**config.mk**
```make
export PLATFORM = sky130hd
export DESIGN_NAME = fifo_burst_drain_flat
export DESIGN_NICKNAME = d
export VERILOG_FILES = /design/src/rtl/fifo_burst_drain_if.sv /design/src/rtl/fifo_burst_drain.sv /design/src/flat_wrapper.sv
export SDC_FILE = /design/constraint.sdc
export NUM_CORES = 1
export LEC_CHECK = 0
export ABC_AREA = 1
export CORE_MARGIN = 2
export CORE_UTILIZATION = 43
export CTS_CLUSTER_DIAMETER = 100
export DETAILED_ROUTE_END_ITERATION = 12
export PLACE_DENSITY = 0.81
export SYNTH_ARGS = -nofsm -noshare
export SYNTH_HDL_FRONTEND = slang
export SYNTH_SLANG_ARGS = --single-unit
```
**constraint.sdc**
```tcl
create_clock -name CLK -period 3.33 [get_ports CLK]
set_input_delay 0.666 -clock CLK [delete_from_list [all_inputs] [get_ports CLK]]
set_output_delay 0.666 -clock CLK [all_outputs]
set_load 0.02 [all_outputs]
```
**src/rtl/fifo_burst_drain_if.sv**
```systemverilog
// fifo_burst_drain_if
// Bundles the FIFO read side and the SDRAM burst-write side of fifo_burst_drain.
//   master : the drain block (drives fifo_rd and the wr_* / status outputs)
//   slave  : the FIFO + SDRAM controller environment
// Signals
//   fifo_out       FIFO read data, valid the cycle after fifo_rd
//   rd_data_count  words currently held in the FIFO
//   fifo_rd        FIFO read strobe, one word per cycle
//   wr_req         burst write request, held until wr_gnt is sampled
//   wr_addr        burst start address, stable while wr_req=1
//   wr_gnt         single-cycle grant from the SDRAM controller
//   wr_data        write data, qualified by wr_data_valid
//   wr_data_valid  high for BURST_LEN consecutive cycles per burst
//   burst_done     single-cycle pulse after the last data word
//   burst_cnt      completed bursts, wraps at 0xFFFF
//   busy           high whenever the drain FSM is not idle
// Handshake: wr_req is a request that stays asserted, with wr_addr frozen,
// until the cycle in which wr_gnt=1 is sampled; the grant is a one-cycle
// pulse and is only honoured while a request is pending.
interface fifo_burst_drain_if #(
    parameter int DATA_W = 32,
    parameter int CNT_W  = 8,
    parameter int ADDR_W = 24
);
    logic [DATA_W-1:0] fifo_out;
    logic [CNT_W-1:0]  rd_data_count;
    logic              fifo_rd;
    logic              wr_req;
    logic [ADDR_W-1:0] wr_addr;
    logic              wr_gnt;
    logic [DATA_W-1:0] wr_data;
    logic              wr_data_valid;
    logic              burst_done;
    logic [15:0]       burst_cnt;
    logic              busy;

    modport master (
        input  fifo_out, rd_data_count, wr_gnt,
        output fifo_rd, wr_req, wr_addr, wr_data, wr_data_valid,
               burst_done, burst_cnt, busy
    );

    modport slave (
        output fifo_out, rd_data_count, wr_gnt,
        input  fifo_rd, wr_req, wr_addr, wr_data, wr_data_valid,
               burst_done, burst_cnt, busy
    );
endinterface

```
**src/rtl/fifo_burst_drain.sv**
```systemverilog
// fifo_burst_drain
// Consumer end of the mock-data FIFO. Waits for a full burst in the FIFO,
// requests the SDRAM write port, and on grant streams BURST_LEN words out as
// one SDRAM write burst. Burst addresses advance linearly and wrap from
// ADDR_LIMIT back to ADDR_BASE.
// Ports
//   CLK          system clock, rising edge
//   RST          asynchronous active-low reset
//   enable       permits starting new bursts (a running burst always completes)
//   o_dbg_state  current FSM state (state_t encoding)
//   bus          fifo_burst_drain_if.master, FIFO read + SDRAM write signals
//   chk_err      (FIFO_BURST_DRAIN_CHECK_EN only) sticky data-pattern error
//   chk_err_cnt  (FIFO_BURST_DRAIN_CHECK_EN only) saturating error count
// Optional feature: define FIFO_BURST_DRAIN_CHECK_EN to add a checker that
// expects incrementing words on the write data stream.
module fifo_burst_drain #(
    parameter int DATA_W     = 32,
    parameter int CNT_W      = 8,
    parameter int BURST_LEN  = 8,
    parameter int ADDR_W     = 24,
    parameter int ADDR_BASE  = 0,
    parameter int ADDR_LIMIT = 2**24
) (
    input  logic        CLK,
    input  logic        RST,
    input  logic        enable,
    output logic [2:0]  o_dbg_state,
    fifo_burst_drain_if.master bus
`ifdef FIFO_BURST_DRAIN_CHECK_EN
    ,
    output logic        chk_err,
    output logic [15:0] chk_err_cnt
`endif
);
    typedef enum logic [2:0] {
        S_IDLE  = 3'd0,
        S_REQ   = 3'd1,
        S_XFER  = 3'd2,
        S_FLUSH = 3'd3,
        S_DONE  = 3'd4
    } state_t;

    // One extra bit so the wrap comparison cannot overflow at the top of the space.
    localparam int AW1 = ADDR_W + 1;

    state_t            r_state;
    logic [CNT_W-1:0]  r_word_cnt;
    logic              r_fifo_rd;
    logic              r_wr_req;
    logic [ADDR_W-1:0] r_wr_addr;
    logic              r_burst_done;
    logic [15:0]       r_burst_cnt;
    logic              r_busy;
    logic              r_data_valid;

    logic [AW1-1:0]    w_addr_sum;
    logic [DATA_W-1:0] w_wr_data;

    assign w_addr_sum = {1'b0, r_wr_addr} + AW1'(BURST_LEN);

    always_ff @(posedge CLK or negedge RST) begin
        if (!RST) begin
            r_state      <= S_IDLE;
            r_word_cnt   <= '0;
            r_fifo_rd    <= 1'b0;
            r_wr_req     <= 1'b0;
            r_wr_addr    <= ADDR_W'(ADDR_BASE);
            r_burst_done <= 1'b0;
            r_burst_cnt  <= '0;
            r_busy       <= 1'b0;
        end else begin
            r_burst_done <= 1'b0;
            case (r_state)
                S_IDLE: begin
                    if (enable && (bus.rd_data_count >= CNT_W'(BURST_LEN))) begin
                        r_state  <= S_REQ;
                        r_wr_req <= 1'b1;
                        r_busy   <= 1'b1;
                    end
                end
                S_REQ: begin
                    // enable is deliberately not looked at: a raised request is never withdrawn.
                    if (bus.wr_gnt) begin
                        r_state    <= S_XFER;
                        r_wr_req   <= 1'b0;
                        r_fifo_rd  <= 1'b1;
                        r_word_cnt <= '0;
                    end
                end
                S_XFER: begin
                    if (r_word_cnt == CNT_W'(BURST_LEN - 1)) begin
                        r_state   <= S_FLUSH;
                        r_fifo_rd <= 1'b0;
                    end else begin
                        r_word_cnt <= r_word_cnt + 1'b1;
                    end
                end
                S_FLUSH: begin
                    // Last FIFO word is on fifo_out this cycle; close out the burst.
                    r_state      <= S_DONE;
                    r_burst_done <= 1'b1;
                    r_burst_cnt  <= r_burst_cnt + 16'd1;
                    if (w_addr_sum >= AW1'(ADDR_LIMIT))
                        r_wr_addr <= ADDR_W'(ADDR_BASE);
                    else
                        r_wr_addr <= w_addr_sum[ADDR_W-1:0];
                end
                S_DONE: begin
                    r_state <= S_IDLE;
                    r_busy  <= 1'b0;
                end
                default: begin
                    r_state   <= S_IDLE;
                    r_fifo_rd <= 1'b0;
                    r_wr_req  <= 1'b0;
                    r_busy    <= 1'b0;
                end
            endcase
        end
    end

    // FIFO data appears the cycle after the read strobe, so the qualifier is
    // the strobe delayed by one cycle.
    always_ff @(posedge CLK or negedge RST) begin
        if (!RST) r_data_valid <= 1'b0;
        else      r_data_valid <= r_fifo_rd;
    end

    // The FIFO's output register already holds the word for exactly the
    // qualified cycle; forwarding it keeps the burst gap-free. Gated so the
    // bus reads zero outside a burst and during reset.
    assign w_wr_data = r_data_valid ? bus.fifo_out : '0;

    assign bus.fifo_rd       = r_fifo_rd;
    assign bus.wr_req        = r_wr_req;
    assign bus.wr_addr       = r_wr_addr;
    assign bus.wr_data       = w_wr_data;
    assign bus.wr_data_valid = r_data_valid;
    assign bus.burst_done    = r_burst_done;
    assign bus.burst_cnt     = r_burst_cnt;
    assign bus.busy          = r_busy;
    assign o_dbg_state       = r_state;

`ifdef FIFO_BURST_DRAIN_CHECK_EN
    // Incrementing-pattern checker. The first word after reset seeds it; each
    // later word is compared against the previous actual word plus one, so a
    // single glitch counts once rather than desynchronising the rest.
    logic              r_seeded;
    logic [DATA_W-1:0] r_prev;
    logic              r_chk_err;
    logic [15:0]       r_chk_err_cnt;
    logic [DATA_W-1:0] w_prev_inc;

    assign w_prev_inc = r_prev + DATA_W'(1);

    always_ff @(posedge CLK or negedge RST) begin
        if (!RST) begin
            r_seeded      <= 1'b0;
            r_prev        <= '0;
            r_chk_err     <= 1'b0;
            r_chk_err_cnt <= '0;
        end else if (r_data_valid) begin
            r_seeded <= 1'b1;
            r_prev   <= w_wr_data;
            if (r_seeded && (w_wr_data != w_prev_inc)) begin
                r_chk_err <= 1'b1;
                if (r_chk_err_cnt != 16'hFFFF)
                    r_chk_err_cnt <= r_chk_err_cnt + 16'd1;
            end
        end
    end

    assign chk_err     = r_chk_err;
    assign chk_err_cnt = r_chk_err_cnt;
`endif
endmodule

```
**src/flat_wrapper.sv**
```systemverilog
// flat-port wrapper written by rule: the top's interface ports become plain ports
module fifo_burst_drain_flat 
#(
    parameter int DATA_W     = 32,
    parameter int CNT_W      = 8,
    parameter int BURST_LEN  = 8,
    parameter int ADDR_W     = 24,
    parameter int ADDR_BASE  = 0,
    parameter int ADDR_LIMIT = 2**24
)
  (CLK, RST, enable, o_dbg_state, bus_fifo_out, bus_rd_data_count, bus_wr_gnt, bus_fifo_rd, bus_wr_req, bus_wr_addr, bus_wr_data, bus_wr_data_valid, bus_burst_done, bus_burst_cnt, bus_busy);
  fifo_burst_drain_if #(.DATA_W(DATA_W), .CNT_W(CNT_W), .ADDR_W(ADDR_W)) bus_i ();
  input  logic CLK;
  input  logic RST;
  input  logic enable;
  output logic [2:0] o_dbg_state;
  input wire logic [$bits(bus_i.fifo_out)-1:0] bus_fifo_out;
  input wire logic [$bits(bus_i.rd_data_count)-1:0] bus_rd_data_count;
  input wire logic [$bits(bus_i.wr_gnt)-1:0] bus_wr_gnt;
  output wire logic [$bits(bus_i.fifo_rd)-1:0] bus_fifo_rd;
  output wire logic [$bits(bus_i.wr_req)-1:0] bus_wr_req;
  output wire logic [$bits(bus_i.wr_addr)-1:0] bus_wr_addr;
  output wire logic [$bits(bus_i.wr_data)-1:0] bus_wr_data;
  output wire logic [$bits(bus_i.wr_data_valid)-1:0] bus_wr_data_valid;
  output wire logic [$bits(bus_i.burst_done)-1:0] bus_burst_done;
  output wire logic [$bits(bus_i.burst_cnt)-1:0] bus_burst_cnt;
  output wire logic [$bits(bus_i.busy)-1:0] bus_busy;
  assign bus_i.fifo_out = bus_fifo_out;
  assign bus_i.rd_data_count = bus_rd_data_count;
  assign bus_i.wr_gnt = bus_wr_gnt;
  assign bus_fifo_rd = bus_i.fifo_rd;
  assign bus_wr_req = bus_i.wr_req;
  assign bus_wr_addr = bus_i.wr_addr;
  assign bus_wr_data = bus_i.wr_data;
  assign bus_wr_data_valid = bus_i.wr_data_valid;
  assign bus_burst_done = bus_i.burst_done;
  assign bus_burst_cnt = bus_i.burst_cnt;
  assign bus_busy = bus_i.busy;
  fifo_burst_drain #(.DATA_W(DATA_W), .CNT_W(CNT_W), .BURST_LEN(BURST_LEN), .ADDR_W(ADDR_W), .ADDR_BASE(ADDR_BASE), .ADDR_LIMIT(ADDR_LIMIT)) u_core (.CLK(CLK), .RST(RST), .enable(enable), .o_dbg_state(o_dbg_state), .bus(bus_i));
endmodule
```
-- After elaboration in Yosys (flattened, before gate mapping)
Index checks and enable logic that the tools add are counted.
- flip-flop bits (word level): 56
- latch bits: 0
- RAM bits: 0
- ROM bits: 0
- input port bits: 44
- output and inout bits: 80
- logic and storage cells: 54
- memories kept: 0
- $add $sub $neg: 3
- $mul: 0
- div/mod/pow operators: 0
- magnitude comparators: 2
- equal/unequal tests: 9
- shift-type cells: 0
- multiplexer cells: 17
- bitwise operators: 3
- reductions and logical operators: 11
- operators with widths (kind ; number):
    2-to-1 mux 32 bit ; 1
    adder 24 x 4 -> 25 bit, second input constant ; 1
    >= comparator 25 bit, second input constant ; 1
    2-to-1 mux 24 bit ; 1
    adder 16 x 1 -> 16 bit, second input constant ; 1
    2-to-1 mux 8 bit ; 2
    one-hot mux 8 bit (2 select lines) ; 1
    one-hot mux 3 bit (4 select lines) ; 1
    AND reduction 3 bit ; 4
    2-to-1 mux 3 bit ; 3
    OR reduction 3 bit ; 3
    adder 8 x 1 -> 8 bit, second input constant ; 1
    equality test 8 x 3 -> 1 bit, second input constant ; 1
    >= comparator 8 x 4 -> 1 bit, second input constant ; 1
    equality test 3 x 2 -> 1 bit, second input constant ; 2
    one-hot mux 1 bit (3 select lines) ; 2
    2-to-1 mux 1 bit ; 5
    != test 2 x 1 -> 1 bit, second input constant ; 2
    != test 2 bit, second input constant ; 2
    equality test 3 x 1 -> 1 bit, second input constant ; 1
    equality test 3 bit, second input constant ; 1
    zero test 3 bit ; 1
    inverter 1 bit ; 3
    one-hot mux 1 bit (2 select lines) ; 1
    3 further kinds ; 3

-- Depth between registers and ports, before layout
- word-level depth: 4
- depth in mapped cells: 10
- gate-level depth less buffers: 9

-- Least setup slack after synthesis
No wires, ideal clock.
- path type: reg-to-output
- from: register u_core.r_data_valid (netlist: u_core.bus.wr_data_valid)
- to: output port bus_wr_data[10]
- arrival time: 1.000 ns
- required time: 2.664 ns
- path slack: 1.664 ns
- cell stages (with the launch flop): 4
- buffers on the path: 1
- cells stage by stage: dfrtp_1 -> clkbuf_1 -> nand2_1 -> inv_1
- longest elaborated chain between the ends: 1
- ends and longest elaborated chain (element ; RTL line ; text):
    start: declaration ; fifo_burst_drain.sv:54 ; logic r_data_valid;
    start signal: assignment ; fifo_burst_drain.sv:126 ; else r_data_valid <= r_fifo_rd;
    2-to-1 mux 32 bit ; fifo_burst_drain.sv:132 ; assign w_wr_data = r_data_valid ? bus.fifo_out : '0;
    end: declaration ; flat_wrapper.sv:23 ; output wire logic [$bits(bus_i.wr_data)-1:0] bus_wr_data;
No other way between the ends.

-- Final worst setup path
- from: register u_core.r_data_valid (netlist: u_core.bus.wr_data_valid)
- to: output port bus_wr_data[20]
Same word-level chain as after synthesis.

==> metrics.cfg <==
[outcome]
outcome = complete, no violations

[power]
vdd_drop_max_v = 0.000228
p_total_mw = 2.48
power_density_nw_per_um2 = 558
power_leakage_nw = 2.27

[sta]
period_share_pct = 82.3
setup_viol = 0
relSlewSlack_pct = 56.7
rsz0062_at_grt = no
slew_viol_final = 0
worst_slack_ns = 0.590
fmax_mhz = 365
hold_viol = 0
clock_skew_ns = 0.00726
min_period_ns = 2.74
holdWs_ns = 0.350
tightest_slew_ns = 0.650
fin_setup_tns_ns = 0

[setup_path]
crit_path_start = u_core.bus.wr_data_valid$_DFF_PN0_
critical_path_class = flip-flop to primary output
critical_path.startpoint_type = flip-flop
cp_top_family = buffers and inverters
required_ns = 2.66
r2r-start = u_core.o_dbg_state[2]$_DFFE_PN0P_
arrival_ns = 2.07
crit_slowest_cell = dfrtp_1
slowest_delay_ns = 0.77
cp_cell_sequence = buf_4, nand2_1, inv_1, clkdlybuf4s50_1
end_kind = primary output
critPathMaxFanout = 24
cp.buffers_inverters = 3

[place]
dp.cells = 641
place_hpwl_um = 6340
placed_area_um2 = 4350
dp_slack_ns = 0.754
place.gp.congestion = 0.835
port-buffer-count = 117

[clocking]
cts.sinks = 53
cts_buffers = 5
cts_tree = done
clk_pin_slew_ns = 0.09
clockBufferDepth = 2
cts_resized = 0
cts_hold_buf = 0
cts-htree-levels = 2
worst_skew_pair.late_latency_ns = 0.30
postCtsSetupRepairBufs = 0
clock-root-buffer = clkbuf_8

[layout]
multi_input_area_um2 = 1430
n_fill_cell = 587
fin_cells = 648
drive_gt1_share_pct = 4.35
final_util_pct = 64.6
regArea_um2 = 1330
syn_to_final_growth_pct = 43.5
antenna_cells = 0
nets = 599
final_area_um2 = 4440

[synth]
synth_area_leaders = dfrtp_1, nand2_1, inv_1, nor2_1, nand3_1
synth-seq-cells = 53
syn_inst = 432
synth_top_area_share_pct = 42.8
async_flop_share_pct = 100
synth_edf_count = 0
syn_area_um2 = 3100
synth_cell_type_count = 27
yosys_warnings = 0
synth_area_leader_cell = dfrtp_1
synthFlopType = dfrtp_1
ys_seq_area_share_pct = 42.8
avgSynthCellArea_um2 = 7.17

[drt]
final_antenna_net_count = 0
wl_per_cell_um = 12.4
wirelength_um = 8020
via_per_inst = 4.69
firstDrtPassIters = 4
vias = 3039
drt-initial-drc-count = 135
drc = 0

[die]
die_w_um = 88.8
die_area_um2 = 7890
core-area_um2 = 6870
die_h_um = 88.8
io_pins = 124
num_rows = 30
initial_core_util_pct = 45.1

[global_route]
grt_antenna_before_repair = 0
grt_max_degree = 30
grt_pass1_vias = 2909
grt_overflow = 0
grt_pass1_wl_um = 12600
grt_usage_pct = 20.6

[worst_hold_path]
worst_hold_path_type = input port to asynchronous set/reset pin

[flow_run]
maxCapViolCount = 0

[path summary, 6_finish.rpt]
check                           cells past startpoint                                    to  slack, ns
max in group asynchronous                           2      u_core.r_word_cnt[7]$_DFFE_PN0P_       2.18
worst max-delay path                                4                       bus_wr_data[20]       0.59
worst min register to register                      0    u_core.bus.wr_data_valid$_DFF_PN0_       0.41
min in group CLK                                    0    u_core.bus.wr_data_valid$_DFF_PN0_       0.41
worst min-delay path                                1   u_core.bus.burst_cnt[8]$_DFFE_PN0P_       0.35
worst max register to register                      8  u_core.bus.burst_cnt[14]$_DFFE_PN0P_       1.59
[cell usage after synthesis (3+ instances only)]
cell type,count
xnor2_1,11
a21oi_1,3
nand2_1,138
inv_1,78
nand2_2,4
nand4_1,12
nand3b_1,3
nor3_1,5
xor2_1,11
nor2_4,5
nand3_1,27
nor2_1,55
dfrtp_1,53
o21ai_0,8
buf_4,3
ha_1,3
clkbuf_1,3
[worst reg2reg max path, stage by stage (launching register included)]
cell and delay, ns:
dfrtp_1 0.53, inv_1 0.18, nand3_2 0.19, nor2_2 0.20, nand2_1 0.14, nor2_4 0.20
nand3_1 0.09, nand2_1 0.06, nand2_1 0.05
[flip-flops by register name, summed over array words and instances (netlist names)]
| name | count |
|---|---|
| u_core.bus.burst_cnt | 16 |
| u_core.bus.burst_done | 1 |
| u_core.bus.busy | 1 |
| u_core.bus.fifo_rd | 1 |
| u_core.bus.wr_addr | 21 |
| u_core.bus.wr_data_valid | 1 |
| u_core.bus.wr_req | 1 |
| u_core.o_dbg_state | 3 |
| u_core.r_word_cnt | 8 |
[cells in the final DEF (no fill, tap or decap), drive strengths merged]
| cell | n |
|---|---|
| clkdlybuf4s50 | 116 |
| nand3 | 28 |
| nand4 | 13 |
| nor2 | 62 |
| nand2 | 143 |
| o21ai | 8 |
| buf | 3 |
| nand3b | 3 |
| clkbuf | 7 |
| or2 | 1 |
| xnor2 | 11 |
| a21oi | 3 |
| dfrtp | 53 |
| conb | 3 |
| inv | 78 |
| o31ai | 1 |
| nor3 | 5 |
| ha | 3 |
| xor2 | 11 |
[kinds of logic (layout without fill, tap and decap cells)]
logic type                 Yosys count  count (layout)  synth area share [%]
adders and majority gates            3               3                  1.21
xor gates and xnor gates            22              22                  6.22
DFF                                 53              53                  42.8
AOI/OAI and AO/OA                   12              12                  2.02
and+or+nand+nor                    255             255                  36.5
buffers and inverters               86             204                  11.1
other                                1               3                 0.121
[power breakdown]
group / internal (mW) / switching (mW) / total [mW] / leakage, nW
Sequential: 0.772 / 0.194 / 0.967 / 0.715
Clock: 0.165 / 0.200 / 0.366 / 0.0443
Combinational: 0.510 / 0.638 / 1.15 / 1.51
Total: 1.45 / 1.03 / 2.48 / 2.27
[layer usage]
metal  vias up  global-route usage (%)  wire length, µm
met2       103                    38.3             4100
met5         -                       0                0
met1      1389                    22.4             3140
met3         9                    5.22              653
met4         0                    7.44              123
li1       1538                       -                -
[area by class of cell]
type	count	share of cell area, %
Inverter	78	6.59
Sequential cell	53	29.9
Clock buffer	7	1.94
Tap cell	96	2.70
Multi-Input combinational cell	295	32.3
Timing Repair Buffer	119	26.6
(Power assumes the default switching activity.)
